[src/rtl/text_buffer_ctrl.sv]
`default_nettype none
// +----------------------------------------------------------------------+
// | text_buffer_ctrl: 32-byte LCD character buffer, cursor, clear/scroll |
// | Rev 1.0                                                              |
// +----------------------------------------------------------------------+
module text_buffer_ctrl #(
  parameter logic [7:0] BLANK     = 8'h20,
  parameter logic       SCROLL_EN = 1'b1
) (
  input  logic       clk,
  input  logic       rst_n,
  input  logic [4:0] mem_addr,
  output logic [7:0] mem_bus,
  input  logic [7:0] char_in,
  input  logic       char_valid,
  output logic       char_ready,
  output logic [4:0] cursor,
  output logic       busy
);

  typedef enum logic [1:0] {
    ST_CLEAR  = 2'd0,
    ST_IDLE   = 2'd1,
    ST_SCROLL = 2'd2
  } state_t;

  localparam logic [7:0] C_BS = 8'h08;
  localparam logic [7:0] C_CR = 8'h0D;
  localparam logic [7:0] C_FF = 8'h0C;

  state_t     r_state;
  logic [4:0] r_cnt;
  logic [7:0] r_buf [32];
  logic       w_accept;
  logic       w_printable;

  assign w_accept    = char_valid & char_ready;
  assign w_printable = (char_in >= 8'h20) && (char_in <= 8'h7E);
  assign mem_bus     = r_buf[mem_addr];
  assign busy        = ~char_ready;

  // Buffer has no reset: CLEAR initialises it after every reset.
  always_ff @(posedge clk) begin
    if (!rst_n) begin
      r_state    <= ST_CLEAR;
      r_cnt      <= 5'd0;
      cursor     <= 5'd0;
      char_ready <= 1'b0;
    end else begin
      case (r_state)
        ST_CLEAR: begin
          r_buf[r_cnt] <= BLANK;
          r_cnt        <= r_cnt + 5'd1;
          cursor       <= 5'd0;
          if (r_cnt == 5'd31) begin
            r_state    <= ST_IDLE;
            char_ready <= 1'b1;
          end
        end
        ST_IDLE: begin
          if (w_accept) begin
            if (w_printable) begin
              r_buf[cursor] <= char_in;
              if (cursor != 5'd31) begin
                cursor <= cursor + 5'd1;
              end else if (SCROLL_EN) begin
                r_state    <= ST_SCROLL;
                r_cnt      <= 5'd0;
                cursor     <= 5'd16;
                char_ready <= 1'b0;
              end else begin
                cursor <= 5'd0;
              end
            end else if (char_in == C_BS) begin
              if (cursor != 5'd0) begin
                cursor                <= cursor - 5'd1;
                r_buf[cursor - 5'd1]  <= BLANK;
              end
            end else if (char_in == C_CR) begin
              if (!cursor[4]) begin
                cursor <= 5'd16;
              end else if (SCROLL_EN) begin
                r_state    <= ST_SCROLL;
                r_cnt      <= 5'd0;
                cursor     <= 5'd16;
                char_ready <= 1'b0;
              end else begin
                cursor <= 5'd0;
              end
            end else if (char_in == C_FF) begin
              r_state    <= ST_CLEAR;
              r_cnt      <= 5'd0;
              cursor     <= 5'd0;
              char_ready <= 1'b0;
            end
          end
        end
        ST_SCROLL: begin
          r_buf[{1'b0, r_cnt[3:0]}] <= r_buf[{1'b1, r_cnt[3:0]}];
          r_buf[{1'b1, r_cnt[3:0]}] <= BLANK;
          r_cnt                     <= r_cnt + 5'd1;
          if (r_cnt[3:0] == 4'd15) begin
            r_state    <= ST_IDLE;
            char_ready <= 1'b1;
          end
        end
        default: begin
          r_state    <= ST_CLEAR;
          r_cnt      <= 5'd0;
          cursor     <= 5'd0;
          char_ready <= 1'b0;
        end
      endcase
    end
  end

endmodule
`default_nettype wire

[config.mk]
export PLATFORM = sky130hd
export DESIGN_NAME = text_buffer_ctrl
export DESIGN_NICKNAME = d
export VERILOG_FILES = /design/src/rtl/text_buffer_ctrl.sv
export SDC_FILE = /design/constraint.sdc
export NUM_CORES = 1
export LEC_CHECK = 0
export BUFFER_PORTS_ARGS = -buffer_cell sky130_fd_sc_hd__buf_2
export CAP_MARGIN = 20
export CORE_ASPECT_RATIO = 1.25
export CORE_MARGIN = 2
export CORE_UTILIZATION = 52
export DETAILED_ROUTE_END_ITERATION = 7
export GPL_ROUTABILITY_DRIVEN = 0
export PLACE_DENSITY = 0.71
export REMOVE_ABC_BUFFERS = 1
export SYNTH_ARGS = -nofsm -noshare
export SYNTH_HDL_FRONTEND = slang
export SYNTH_SLANG_ARGS = --single-unit
[constraint.sdc]
create_clock -name clk -period 3.07 [get_ports clk]
set_input_delay 0 -clock clk [delete_from_list [all_inputs] [get_ports clk]]
set_output_delay 0 -clock clk [all_outputs]
set_load 0.02 [all_outputs]
# Yosys cells after proc, flatten, opt, wreduce, memory -nomap -nowiden

Memory sizes are Yosys's and may differ from the RTL's. A register that Yosys moved wholly into a read port is not among the register bits.
Index checks and enable logic that the tools add are counted.

Magnitude comparators: 2
Muxes and demuxes: 64
Add/subtract/negate cells: 3
Reduce and logical (&&, ||, !) cells: 10
Bitwise gates (word level): 3
Eq/ne operators: 17

Operators by type and width:

| kind                  | number |
|---|---|
| $mux W5               | 18 |
| $mux W1               | 30 |
| $eq A8 B4 Y1 const B  | 3 |
| $mux W8               | 3 |
| $reduce_or A8 Y1      | 3 |
| $pmux W5 S2           | 2 |
| $mux W2               | 9 |
| $ne A4 B4 Y1 const B  | 3 |
| $add A5 B1 Y5 const B | 2 |
| $ne A5 B5 Y1 const B  | 2 |
| $ge A8 B6 Y1 const B  | 1 |
| $le A8 B7 Y1 const B  | 1 |
| $reduce_and A7 Y1     | 1 |
| $ne A2 B2 Y1 const B  | 3 |
| $ne A3 B3 Y1 const B  | 2 |
| $pmux W2 S3           | 1 |
| $eq A5 B5 Y1 const B  | 1 |
| $reduce_and A5 Y1     | 1 |
| $reduce_bool A5 Y1    | 1 |
| $sub A5 B1 Y5 const B | 1 |
| $eq A4 B4 Y1 const B  | 1 |
| $reduce_and A4 Y1     | 1 |
| $pmux W1 S3           | 1 |
| $eq A2 B1 Y1 const B  | 1 |
| other kinds (6)       | 7 |

Output and inout bits: 15
Bits in registers: 13
Logic and storage cells: 104
Bits in writable memories: 256
Input bits: 16
Memories kept: 1

Memory list:

| memory | depth | bits a word | rd ports | clocked after memory_dff | write ports | RTL line | source |
|---|---|---|---|---|---|---|---|
| r_buf  | 32    | 8           | 2        | 1                        | 2           | 33       | `logic [7:0] r_buf [32];` |

# Logic depth before layout (Yosys ltp)

Depth in word-level cells: 11
Mapped depth: 12
Depth with buffers taken out: 9

# Worst setup path before layout

No wires, ideal clock.

Kind: flip-flop to flip-flop
Start: register cursor[0]
End: memory r_buf[0][0], enable pin
Clock period less this slack: 3.101 ns
Cell stages (with the launch flop): 12
Required time: 2.700 ns
Data arrival time: 2.730 ns
Buffers on the path: 2
Library setup time: 0.370 ns
Path slack: -0.031 ns
Cells stage by stage: dfxtp_1 > inv_1 > ha_1 > or4b_4 > and4_4 > buf_6 > a211o_1 > o211a_1 > buf_4 > a21oi_1 > nand2_1 > nor2_1

RTL lines:

| what                   | RTL line | source |
|---|---|---|
| start, declared        | 17       | `output logic [4:0] cursor,` |
| start signal, assigned | 65       | `cursor <= cursor + 5'd1;` |
| start signal, assigned | 76       | `cursor <= cursor - 5'd1;` |
| end, declared          | 33       |  |

==> metrics.csv <==
metric,value,unit
setup_tns,0,ps
power density over the cells,509,mW/mm^2
Reg2Reg Setup Slack,140,ps
area share of the largest cell type after synthesis,0.294,
min-delay src,char_valid,
Post-Syn Area,0.0131,sq mm
drt wl/cell,25.9,um
final net count,1081,
Hold WC Path Type,input port to flip-flop,
Peak Freq,341,MHz
setup ws final,135,ps
initial antenna violation count,1,
"Primary FF master, synth",dfxtp_1,
Starting Density,0.533,
ANT nets after route,0,
"flops & latches, synth",272,
Initial DRC Count,921,
Yosys top cell by area,edfxtp_1,
clock sinks,272,
Worst EP required,3510,ps
Worst-Skew Late Latency,540,ps
Row Count,64,
H-tree levels,1,
Die X,146,um
Critical R2R Launch,cursor[1],
vias per cell,6.62,
run status,"finished, final reports clean",
Async SR Flop Fraction,0,
Worst-Margin Slew,796,ps
worst r2r path cells,11,
P&R area growth vs syn,14.3,%
register area share after synthesis,0.514,
min Tclk post-route,2930,ps
Port Buf Inserts,30,
Worst EP arrival,3370,ps
all-layer global routing usage,0.278,
R2R Path End,r_buf[18][4],
Yosys warning count,0,
"Max FO, Critical Path",13,
maximum VDD drop,0.000367,V
"commonest non-fill, non-tap cell in the layout",dfxtp_1,
Hold Crit Endpoint,r_state[1],
global-route wire length before repair,55700,um
"commonest cells after routing, fill and taps aside","143 x dfxtp_1, 128 x edfxtp_1, 115 x mux4_2",
DP Cell Count,1355,
fin. max-slew vios,0,
Startpoint Class,flip-flop,
Die H,181,um
CTS root buf,clkbuf_16,
DRC viols,0,
gr ovfl total,0,
final setup fails,0,
Rel. slew slack,0.467,
HPWL after DPL,25200,um
max cap viols,0,
vias post-DR,9313,
"EDFF count, synth",128,
Num CTS Buffers,27,
Inserted Diodes,0,
endpoint type of the worst setup path,flip-flop,
Pwr Total,7.62,mW
RSZ-0062 raised after global routing,no,
"Reg clk slew, reported paths",70,ps
# fillers,1898,
mean post-synth cell area,13.2,sq um
number of global-route vias before repair,9145,
DP Worst Slack,-35.3,ps
CTS Buffer Depth,3,
Mapped Cells,992,
count of cell types in the netlist,70,
Pre-Repair DR Iteration Count,5,
die area,0.0265,sq mm
FF+latch area,0.00673,sq mm
Tcrit/Tclk final,0.956,
TritonCTS clock tree,yes,
final hold vios,0,
Final Skew,8.94,ps
core area,0.0246,sq mm
synth top area cells,"edfxtp_1 29%, dfxtp_1 22%, mux4_2 20%",
kind of critical path,flip-flop to flip-flop,
Post-Layout Cell Count,1407,
Final Util,0.609,
worst hold stages,4,
combined area of the multi-input logic cells,0.00595,sq mm
largest net degree at the start of global routing,65,
P_leak,4.94,nW
routed wire length,36500,um
# IOs,31,
layout cells sized above 1,0.290,
-- critical path: stages (launching register included) --
cell      delay [ps]
dfxtp_1          310
inv_1             70
ha_1             130
or4b_4           470
and4_4           240
a32o_1           280
or2_2            400
nor2_1           120
buf_4            210
buf_4            230
a21oi_1          100
a211oi_1         250
-- power breakdown --
part	switching, mW	total, mW	internal, mW
logic	0.267	0.463	0.197
registers	0.0257	3.82	3.80
clock network	1.38	3.33	1.96
total	1.67	7.62	5.95
-- through the flow --
step,hold WS [ps],area [sq um]
2_1_floorplan,116,12700
3_3_place_gp,352,14000
3_5_place_dp,351,14000
4_1_cts,6.67,14900
5_1_grt,29.9,15000
6_report,6.13,15000
-- cells in the mapped netlist (3+ instances only) --
master    number
and2_1        20
buf_2         13
nor2_1        86
nand2b_1       4
a21boi_0       6
buf_1         23
o211ai_1       7
buf_4          4
o211a_1        3
nand2_1       27
a211oi_1      69
o21ai_1        5
nand3_1       21
and3_1         5
mux2i_1       23
nand4_1        3
edfxtp_1     128
a221oi_1       3
a211o_1        9
or2_2          3
o22ai_1        5
nor4_4         6
a21oi_1       79
mux4_2       115
nor3b_1       14
o21ai_0       25
inv_1         15
nor2b_1        6
clkbuf_1      38
or3_1          4
nor3_1        13
dfxtp_1      144
buf_6          5
ha_1           8
mux2_2         8
-- registers in the layout, summed over array words and instances, names as in the netlist, named ones only --
name	count
r_state	1
r_cnt	5
cursor	5
r_buf	256
char_ready	1
-- layer usage --
| layer | wire, um | global-route usage | part of all wire |
|---|---|---|---|
| met1 | 13100 | 0.333 | 0.36 |
| met2 | 19000 | 0.492 | 0.52 |
| met3 | 2280 | 0.0359 | 0.062 |
| met4 | 2140 | 0.140 | 0.059 |
| met5 | 0 | 0 | 0 |
-- final cells by class --
type,count,area share
repair buffers,119,0.0624
flip-flops and latches,272,0.450
well taps,330,0.0276
clock buffers,35,0.0472
inverters,15,0.00376
multi-input cells,622,0.398
clock inverters,14,0.0116
-- how the worst max path moves through the flow --
| stage | start | endpoint | cells after the start |
|---|---|---|---|
| after floorplan | flip-flop | r_buf[25][0] | 6 |
| after global placement | cursor[0] | r_buf[26][3] | 10 |
| after detailed placement | cursor[1] | r_buf[26][6] | 9 |
| after CTS | cursor[1] | r_buf[18][0] | 9 |
| after global routing | cursor[1] | r_buf[6][2] | 11 |
| final | cursor[1] | r_buf[18][4] | 11 |
-- logic make-up (layout without fill, tap and decap cells) --
family                     count (synthesis)  count (layout)  share of synthesized area
buffers and inverters                     98             183                     0.0333
DFF                                      272             272                      0.514
muxes                                    146             146                      0.222
AOI/OAI and AO/OA                        238             238                      0.125
xor gates and xnor gates                   1               1                   0.000669
adders and majority gates                  8               8                    0.00764
and+or+nand+nor                          229             229                     0.0973
-- repair_timing --
item / 4_1_cts / 5_1_grt
resized for setup: 1 / 7
hold endpoints to repair: 11 / 0
endpoints found under the setup margin: 7 / 54
hold buffers: 2 / 0
cloned: 0 / 0
setup buffers: 0 / 1
pin swaps: 0 / 1
No activity file was read; power rests on OpenSTA's default activity.
